File: src/rtl/johnson_decoder.sv
// johnson_decoder
//   Decodes sampled 8-bit Johnson (twisted-ring) code words into a 0..15
//   position, flags illegal words and out-of-order steps, and tracks lock to
//   a continuously advancing sequence.
//
// Parameters
//   LOCK_CNT   consecutive correct steps needed to reach LOCKED (1..15)
//
// Ports
//   clk        clock, all state on rising edge
//   rst        asynchronous active-high reset
//   code_in    sampled Johnson code word
//   code_vld   code_in is valid this cycle
//   clr_err    synchronous clear of err_cnt (wins over a same-cycle error)
//   idx        last decoded legal position
//   idx_vld    one-cycle pulse, idx updated from a legal code
//   illegal    one-cycle pulse, sampled word is not a Johnson code
//   seq_err    one-cycle pulse, legal code but wrong step while LOCKED
//   locked     decoder is in LOCKED
//   err_cnt    saturating count of illegal + seq_err events
//
// Build option
//   JDEC_ERRCNT_EN  when defined, err_cnt/clr_err are implemented; otherwise
//                   err_cnt is tied to 0 and clr_err is ignored.
//
// State  | meaning
// NOREF  | no reference position held (after reset or an illegal word)
// UNLOCKED | reference held, counting consecutive correct steps in run
// LOCKED | LOCK_CNT consecutive correct steps seen

module johnson_decoder #(
  parameter int unsigned LOCK_CNT = 4
) (
  input  logic       clk,
  input  logic       rst,
  input  logic [7:0] code_in,
  input  logic       code_vld,
  input  logic       clr_err,
  output logic [3:0] idx,
  output logic       idx_vld,
  output logic       illegal,
  output logic       seq_err,
  output logic       locked,
  output logic [7:0] err_cnt
);

  localparam logic [3:0] LOCK_CNT_W = 4'(LOCK_CNT);

  typedef enum logic [1:0] {
    S_NOREF    = 2'd0,
    S_UNLOCKED = 2'd1,
    S_LOCKED   = 2'd2
  } state_t;

  state_t     state_q, state_d;
  logic [3:0] run_q, run_d;
  logic [3:0] idx_q, idx_d;
  logic       idx_vld_q, idx_vld_d;
  logic       illegal_q, illegal_d;
  logic       seq_err_q, seq_err_d;

  logic [3:0] dec_idx;
  logic       dec_legal;
  logic [3:0] idx_inc;
  logic [3:0] run_inc;
  logic       step_ok;

  always_comb begin
    dec_idx   = 4'd0;
    dec_legal = 1'b1;
    case (code_in)
      8'h00: dec_idx = 4'd0;
      8'h80: dec_idx = 4'd1;
      8'hC0: dec_idx = 4'd2;
      8'hE0: dec_idx = 4'd3;
      8'hF0: dec_idx = 4'd4;
      8'hF8: dec_idx = 4'd5;
      8'hFC: dec_idx = 4'd6;
      8'hFE: dec_idx = 4'd7;
      8'hFF: dec_idx = 4'd8;
      8'h7F: dec_idx = 4'd9;
      8'h3F: dec_idx = 4'd10;
      8'h1F: dec_idx = 4'd11;
      8'h0F: dec_idx = 4'd12;
      8'h07: dec_idx = 4'd13;
      8'h03: dec_idx = 4'd14;
      8'h01: dec_idx = 4'd15;
      default: dec_legal = 1'b0;
    endcase
  end

  // idx_q always holds the last legal position, so it doubles as the
  // reference; 4-bit wrap makes 15 -> 0 a correct step.
  assign idx_inc = idx_q + 4'd1;
  assign run_inc = run_q + 4'd1;
  assign step_ok = (dec_idx == idx_inc);

  always_comb begin
    state_d   = state_q;
    run_d     = run_q;
    idx_d     = idx_q;
    idx_vld_d = 1'b0;
    illegal_d = 1'b0;
    seq_err_d = 1'b0;

    if (code_vld) begin
      if (!dec_legal) begin
        illegal_d = 1'b1;
        state_d   = S_NOREF;
        run_d     = 4'd0;
      end else begin
        idx_vld_d = 1'b1;
        idx_d     = dec_idx;
        case (state_q)
          S_NOREF: begin
            state_d = S_UNLOCKED;
            run_d   = 4'd0;
          end
          S_UNLOCKED: begin
            if (step_ok) begin
              run_d = run_inc;
              if (run_inc >= LOCK_CNT_W) begin
                state_d = S_LOCKED;
              end
            end else begin
              run_d = 4'd0;
            end
          end
          S_LOCKED: begin
            if (!step_ok) begin
              seq_err_d = 1'b1;
              state_d   = S_UNLOCKED;
              run_d     = 4'd0;
            end
          end
          default: begin
            state_d = S_NOREF;
            run_d   = 4'd0;
          end
        endcase
      end
    end
  end

  always_ff @(posedge clk or posedge rst) begin
    if (rst) begin
      state_q   <= S_NOREF;
      run_q     <= 4'd0;
      idx_q     <= 4'd0;
      idx_vld_q <= 1'b0;
      illegal_q <= 1'b0;
      seq_err_q <= 1'b0;
    end else begin
      state_q   <= state_d;
      run_q     <= run_d;
      idx_q     <= idx_d;
      idx_vld_q <= idx_vld_d;
      illegal_q <= illegal_d;
      seq_err_q <= seq_err_d;
    end
  end

  assign idx     = idx_q;
  assign idx_vld = idx_vld_q;
  assign illegal = illegal_q;
  assign seq_err = seq_err_q;
  assign locked  = (state_q == S_LOCKED);

`ifdef JDEC_ERRCNT_EN
  logic [7:0] err_cnt_q, err_cnt_d;

  always_comb begin
    err_cnt_d = err_cnt_q;
    if (clr_err) begin
      err_cnt_d = 8'd0;
    end else if ((illegal_d || seq_err_d) && (err_cnt_q != 8'hFF)) begin
      err_cnt_d = err_cnt_q + 8'd1;
    end
  end

  always_ff @(posedge clk or posedge rst) begin
    if (rst) begin
      err_cnt_q <= 8'd0;
    end else begin
      err_cnt_q <= err_cnt_d;
    end
  end

  assign err_cnt = err_cnt_q;
`else
  logic unused_clr_err;
  assign unused_clr_err = clr_err;
  assign err_cnt        = 8'd0;
`endif

endmodule

File: config.mk
export PLATFORM = sky130hd
export DESIGN_NAME = johnson_decoder
export DESIGN_NICKNAME = d
export VERILOG_FILES = /design/src/rtl/johnson_decoder.sv
export SDC_FILE = /design/constraint.sdc
export NUM_CORES = 1
export LEC_CHECK = 0
export ABC_CLOCK_PERIOD_IN_PS = 2600
export BUFFER_PORTS_ARGS = -buffer_cell sky130_fd_sc_hd__buf_2
export CAP_MARGIN = 20
export CORE_MARGIN = 2
export CORE_UTILIZATION = 53
export CTS_BUF_LIST = sky130_fd_sc_hd__clkbuf_8
export DETAILED_ROUTE_END_ITERATION = 10
export PLACE_DENSITY = 0.82
export SLEW_MARGIN = 20
export SYNTH_ARGS = -nofsm -noshare
export SYNTH_HDL_FRONTEND = slang
export SYNTH_SLANG_ARGS = --single-unit
File: constraint.sdc
create_clock -name clk -period 2.6 [get_ports clk]
set_clock_uncertainty 0.15 [all_clocks]
set_input_delay 0.78 -clock clk [delete_from_list [all_inputs] [get_ports clk]]
set_output_delay 0.78 -clock clk [all_outputs]
set_load 0.005 [all_outputs]
==> flow_metrics.tcl, run 1 <==
set metrics [dict create \
    status "complete, but fails checks" \
    violations "setup timing" \
    vdd_drop_max_v 0.0004566 \
    timing.rr.start "idx[0]$_DFFE_PP0P_" \
    worstHoldPathType "flip-flop to flip-flop" \
    r2r_slack_ns 0.43 \
    cts_max_level 1 \
    syn_inst 111 \
    die_w_um 47.60 \
    power.leakage_nw 0.7071 \
    numClockSinks 13 \
    drv_slew 0 \
    drive_gt1_frac 0.4430 \
    ant_nets 0 \
    clock_latency_ns 0.24 \
    period_minus_slack_ns 2.614 \
    grt_pass1_wl_mm 4.077 \
    routed_wirelength_mm 3.121 \
    drt_iter0_markers 56 \
    critPathKind "input pin to flip-flop" \
    synth.top_cell.area_share 0.3230 \
    min_from "state_q[1]$_DFFE_PP0P_" \
    syn2layout_area_growth_pct 41.99 \
    worstMarginPinSlew_ns 0.5168 \
    gp_congestion 0.8173 \
    crit_fanout 8 \
    cts_hold_buf 0 \
    fmax_mhz 382.6 \
    wl_per_cell_um 17.05 \
    io_buffers 18 \
    yosysTopAreaCell "dfrtp_1" \
    row_count 15 \
    arrival_ns 2.58 \
    synth_area_um2 1007 \
    clk_path_buf_depth 2 \
    start_kind "input pin" \
    clock-root-buffer "clkbuf_8" \
    holdPathStages 1 \
    instances_no_fill 183 \
    grt_max_degree 14 \
    dieArea_um2 2265 \
    diodes 0 \
    grt_overflow 0 \
    setup_viol 2 \
    hold_end "state_q[0]$_DFFE_PP0P_" \
    cp.required_ns 2.57 \
    worstReg2RegEnd "run_q[3]$_DFFE_PP0P_" \
    grt_pass1_vias 960 \
    holdWs_ns 0.3836 \
    fin_crit_sh 1.005 \
    dp_slack_ns -0.2816 \
    detailed_place_hpwl_mm 1.919 \
    start_util 0.5709 \
    nets 173 \
    synthTopCellsByArea "dfrtp_1 32%, buf_4 6.0%, a21oi_1 3.0%" \
    via_count 1104 \
    maxSlewHeadroom 0.6551 \
    coreArea_um2 1764 \
    io_pins 28 \
    fin_tns_setup_ns -0.01401 \
    synth_cell_types 40 \
    n_fill_cell 116 \
    cts_tree "yes" \
    endpoint_kind "flip-flop" \
    numCtsBuffers 3 \
    cts.reportedPaths.clkPinSlew_ns 0.05 \
    vias_per_cell 6.033 \
    dpl.cell_count 174 \
    drc 0 \
    yosys_warnings 0 \
    first_pass_iters 4 \
    synth_area_per_cell_um2 9.074 \
    max_cap_viol_count 0 \
    timing.final.ws_setup_ns -0.01391 \
    r2r_cells 6 \
    synth-seq-cells 13 \
    p_per_area_nw_per_um2 375.8 \
    antenna_found_initial 0 \
    fp.dieH_um 47.60 \
    final_hold_viol_count 0 \
    yosysSeqAreaShare 0.3230 \
    grt_usage 0.2521 \
]
## worst max-delay path, cell delays in order
cell      delay [ns]
buf_2           0.11
and4b_2         0.34
nand3_1         0.15
buf_4           0.17
a31oi_4         0.27
xnor2_2         0.14
o211ai_4        0.18
nor2_4          0.10
a221o_1         0.34
## routing by layer
layer / vias to the layer above / part of all wire / GRT usage / wire, um
met1: 536 / 0.39 / 0.3002 / 1206
met5: - / 0 / 0 / 0
met3: 10 / 0.075 / 0.07170 / 234
li1: 497 / - / - / -
met4: 0 / 0.020 / 0.06486 / 62
met2: 61 / 0.52 / 0.4459 / 1617
## flip-flops by register name, summed over array words and instances, names as in the netlist
name     count
idx          4
run_q        4
state_q      2
idx_vld      1
illegal      1
seq_err      1
## logic make-up after synthesis
| logic type | synth area share |
|---|---|
| AOI/OAI and AO/OA | 0.2547 |
| other | 0.003723 |
| adders and majority gates | 0.02484 |
| muxes | 0.01118 |
| DFF | 0.3230 |
| and+or+nand+nor | 0.2820 |
| buffers and inverters | 0.07453 |
| xor gates and xnor gates | 0.02609 |
## cells in the final DEF, fill, tap and decap left out, types with 3 or more instances in the layout
cell / count
a221o_1: 3
dfrtp_1: 13
nand2_1: 8
clkbuf_8: 3
inv_1: 5
o21ai_0: 5
buf_2: 17
buf_4: 26
nor2b_1: 3
nand3_1: 6
a21o_1: 3
a21oi_1: 6
conb_1: 8
o21ai_1: 3
nor2_1: 7
nand3b_1: 3
## worst max-delay path by stage
stage,startpoint,endpoint,cells past startpoint
finish,code_in[0],run_q[3]$_DFFE_PP0P_,9
CTS,code_in[2],run_q[2]$_DFFE_PP0P_,9
global route,code_in[6],run_q[2]$_DFFE_PP0P_,10
floorplan,code_in[3],run_q[2]$_DFFE_PP0P_,7
global placement,code_in[7],run_q[2]$_DFFE_PP0P_,8
detailed placement,code_in[7],run_q[2]$_DFFE_PP0P_,8
## report_power, final
| group | total, mW | switching [mW] | internal [mW] | leakage, nW |
|---|---|---|---|---|
| Combinational | 0.140 | 0.0743 | 0.0658 | 0.507 |
| Clock | 0.176 | 0.0720 | 0.104 | 0.0269 |
| Sequential | 0.221 | 0.00999 | 0.211 | 0.173 |
| Total | 0.537 | 0.156 | 0.381 | 0.707 |
## metrics by stage
stage	area (um^2)	utilization	power (mW)
after floorplan	1033	-	0.2910
after global placement	1252	0.7099	0.3285
after detailed placement	1252	0.7099	0.3342
after CTS	1310	0.7426	0.5112
after global routing	1430	0.8106	0.5621
final	1430	0.8106	0.5374
## area by class of cell
cell class / instances / area (um^2) / area share
Multi-Input combinational cell: 93 / 721.9 / 0.5048
Clock buffer: 3 / 41.29 / 0.02887
Inverter: 4 / 15.01 / 0.01050
Timing Repair Buffer: 44 / 291.5 / 0.2039
Clock inverter: 1 / 3.754 / 0.002625
Sequential cell: 13 / 325.3 / 0.2275
Tap cell: 25 / 31.28 / 0.02187
## synth_stat cells, drive strengths merged
cell,n
dfrtp,13
nor2,9
o21ai,9
buf,8
nand2,8
a21oi,6
nand3,6
and3,5
inv,4
a21o,3
a221o,3
nand3b,3
nor2b,3
nor3,3
nor4,3
o211ai,3
a22o,2
a22oi,2
and2,2
ha,2
o2bb2ai,2
xnor2,2
a221oi,1
a31oi,1
a32oi,1
and3b,1
and4,1
and4b,1
conb,1
mux2,1
nor3b,1
xor2,1
## repair_timing
| action | CTS | global route |
|---|---|---|
| setup endpoints to repair | 5 | 6 |
| pin swaps | 2 | 10 |
| gates resized for setup | 2 | 18 |
| buffers inserted | 0 | 5 |
(Power assumes the default switching activity.)
==> run 2, diff against run 1 <==
- PLACE_DENSITY: 0.82 -> 0.91
==> run 2 against run 1 <==
  * The flow now finishes without violations
  * Sequential share of layout area rose by 0.28 points
  * Power fell by 1.2%
  * Worst hold slack got worse by 0.0061 ns
  * Clock-buffer cell count stayed put
  * Largest power group unchanged
  * Highest routed layer unchanged
==> flow_metrics.tcl, run 2 (synthesis gave the netlist of run 1 again) <==
set metrics [dict create \
    holdWs_ns 0.3776 \
    nets 174 \
    critPathKind "input pin to flip-flop" \
    arrival_ns 2.62 \
    max_cap_viol_count 0 \
    drv_slew 0 \
    final_hold_viol_count 0 \
    worstHoldPathType "flip-flop to flip-flop" \
    diodes 0 \
    wl_per_cell_um 15.39 \
    fmax_mhz 385.7 \
    setup_viol 0 \
    vias_per_cell 5.880 \
    final_common_cell "buf_4" \
    status "finished, final reports clean" \
    period_minus_slack_ns 2.592 \
    ant_nets 0 \
    antenna_found_initial 0 \
    fin_crit_sh 0.9971 \
    drive_gt1_frac 0.4403 \
    cts_hold_buf 0 \
    mostFrequentLayoutCells "26 x buf_4, 18 x buf_2, 13 x dfrtp_1" \
    cts_max_level 1 \
    vdd_drop_max_v 0.0003906 \
    drt_iter0_markers 40 \
    io_buffers 18 \
    start_util 0.5709 \
    clock-root-buffer "clkbuf_8" \
    routed_wirelength_mm 2.831 \
    grt_pass1_vias 939 \
    p_per_area_nw_per_um2 375.9 \
    dieArea_um2 2265 \
    detailed_place_hpwl_mm 1.919 \
    grt_overflow 0 \
    cts.reportedPaths.clkPinSlew_ns 0.05 \
    grt_usage 0.2307 \
    grt_pass1_wl_mm 3.774 \
    cts_tree "yes" \
    power.leakage_nw 0.7071 \
    via_count 1082 \
    io_pins 28 \
    clock_latency_ns 0.24 \
    rsz0062_at_grt "true" \
    row_count 15 \
    cp.required_ns 2.63 \
    numCtsBuffers 3 \
    fp.dieH_um 47.60 \
    dpl.cell_count 175 \
    die_w_um 47.60 \
    numClockSinks 13 \
    grt_max_degree 14 \
    drc 0 \
    instances_no_fill 184 \
    crit_fanout 6 \
    coreArea_um2 1764 \
    endpoint_kind "flip-flop" \
    syn2layout_area_growth_pct 40.25 \
    gp_congestion 0.8476 \
    start_kind "input pin" \
    first_pass_iters 4 \
    clk_path_buf_depth 2 \
]
-- run 2: routing by layer --
metal	GRT usage	wire length, um	share of wire	up-vias
met5	0	0	0	-
met4	0.03784	74	0.026	0
met3	0.07170	233	0.082	8
met2	0.4027	1313	0.46	61
met1	0.2847	1210	0.43	511
li1	-	-	-	502
-- run 2: critical path: stages --
cell and delay, ns:
buf_2 0.12, buf_4 0.14, and4_4 0.23, o211ai_1 0.15, and3_1 0.25, nor4_4 0.31
o211ai_4 0.17, nor4_1 0.30, a221o_1 0.17
-- run 2: per-stage QoR --
stage	utilization	cell area (um^2)	setup slack, ns	TNS [ns]	total power, mW
finish	0.8007	1413	0.007543	0	0.5310
global route	0.8007	1413	-0.05102	-0.1275	0.5557
CTS	0.7468	1318	0.01322	0	0.5119
detailed placement	0.7213	1272	-0.3660	-2.034	0.3391
global placement	0.7213	1272	-0.2652	-1.511	0.3329
floorplan	-	1033	0.03767	0	0.2910
-- run 2: final cells by class --
cell class	instances	area, um^2
fill	119	351.6
sequential	13	325.3
tap	25	31.28
multi-input combinational	93	690.7
clock inverter	1	3.754
timing repair buffer	45	305.3
inverter	4	15.01
clock buffer	3	41.29
-- run 2: report_power, final --
group	internal (mW)	switching, mW	total (mW)
Sequential	0.211	0.00984	0.221
Combinational	0.0679	0.0698	0.138
Clock	0.104	0.0683	0.172
Total	0.383	0.148	0.531
-- run 2: worst paths after layout --
path	end	slack, ns	startpoint	cells after the start
min reg2reg	idx[3]$_DFFE_PP0P_	0.38	idx[3]$_DFFE_PP0P_	1
min in group asynchronous	run_q[3]$_DFFE_PP0P_	0.40	rst	2
max reg2reg	run_q[2]$_DFFE_PP0P_	0.47	idx[0]$_DFFE_PP0P_	6
max	run_q[2]$_DFFE_PP0P_	0.008	code_in[3]	9
max in group asynchronous	run_q[2]$_DFFE_PP0P_	1.57	rst	2
min	idx[3]$_DFFE_PP0P_	0.38	idx[3]$_DFFE_PP0P_	1
-- run 2: timing repair --
item                                    in CTS  in global routing
pin swaps                                    0                  5
endpoints found under the hold margin        0                  0
endpoints found under the setup margin       5                  6
setup buffers                                0                  5
cloned                                       0                  0
resized for setup                            2                 14
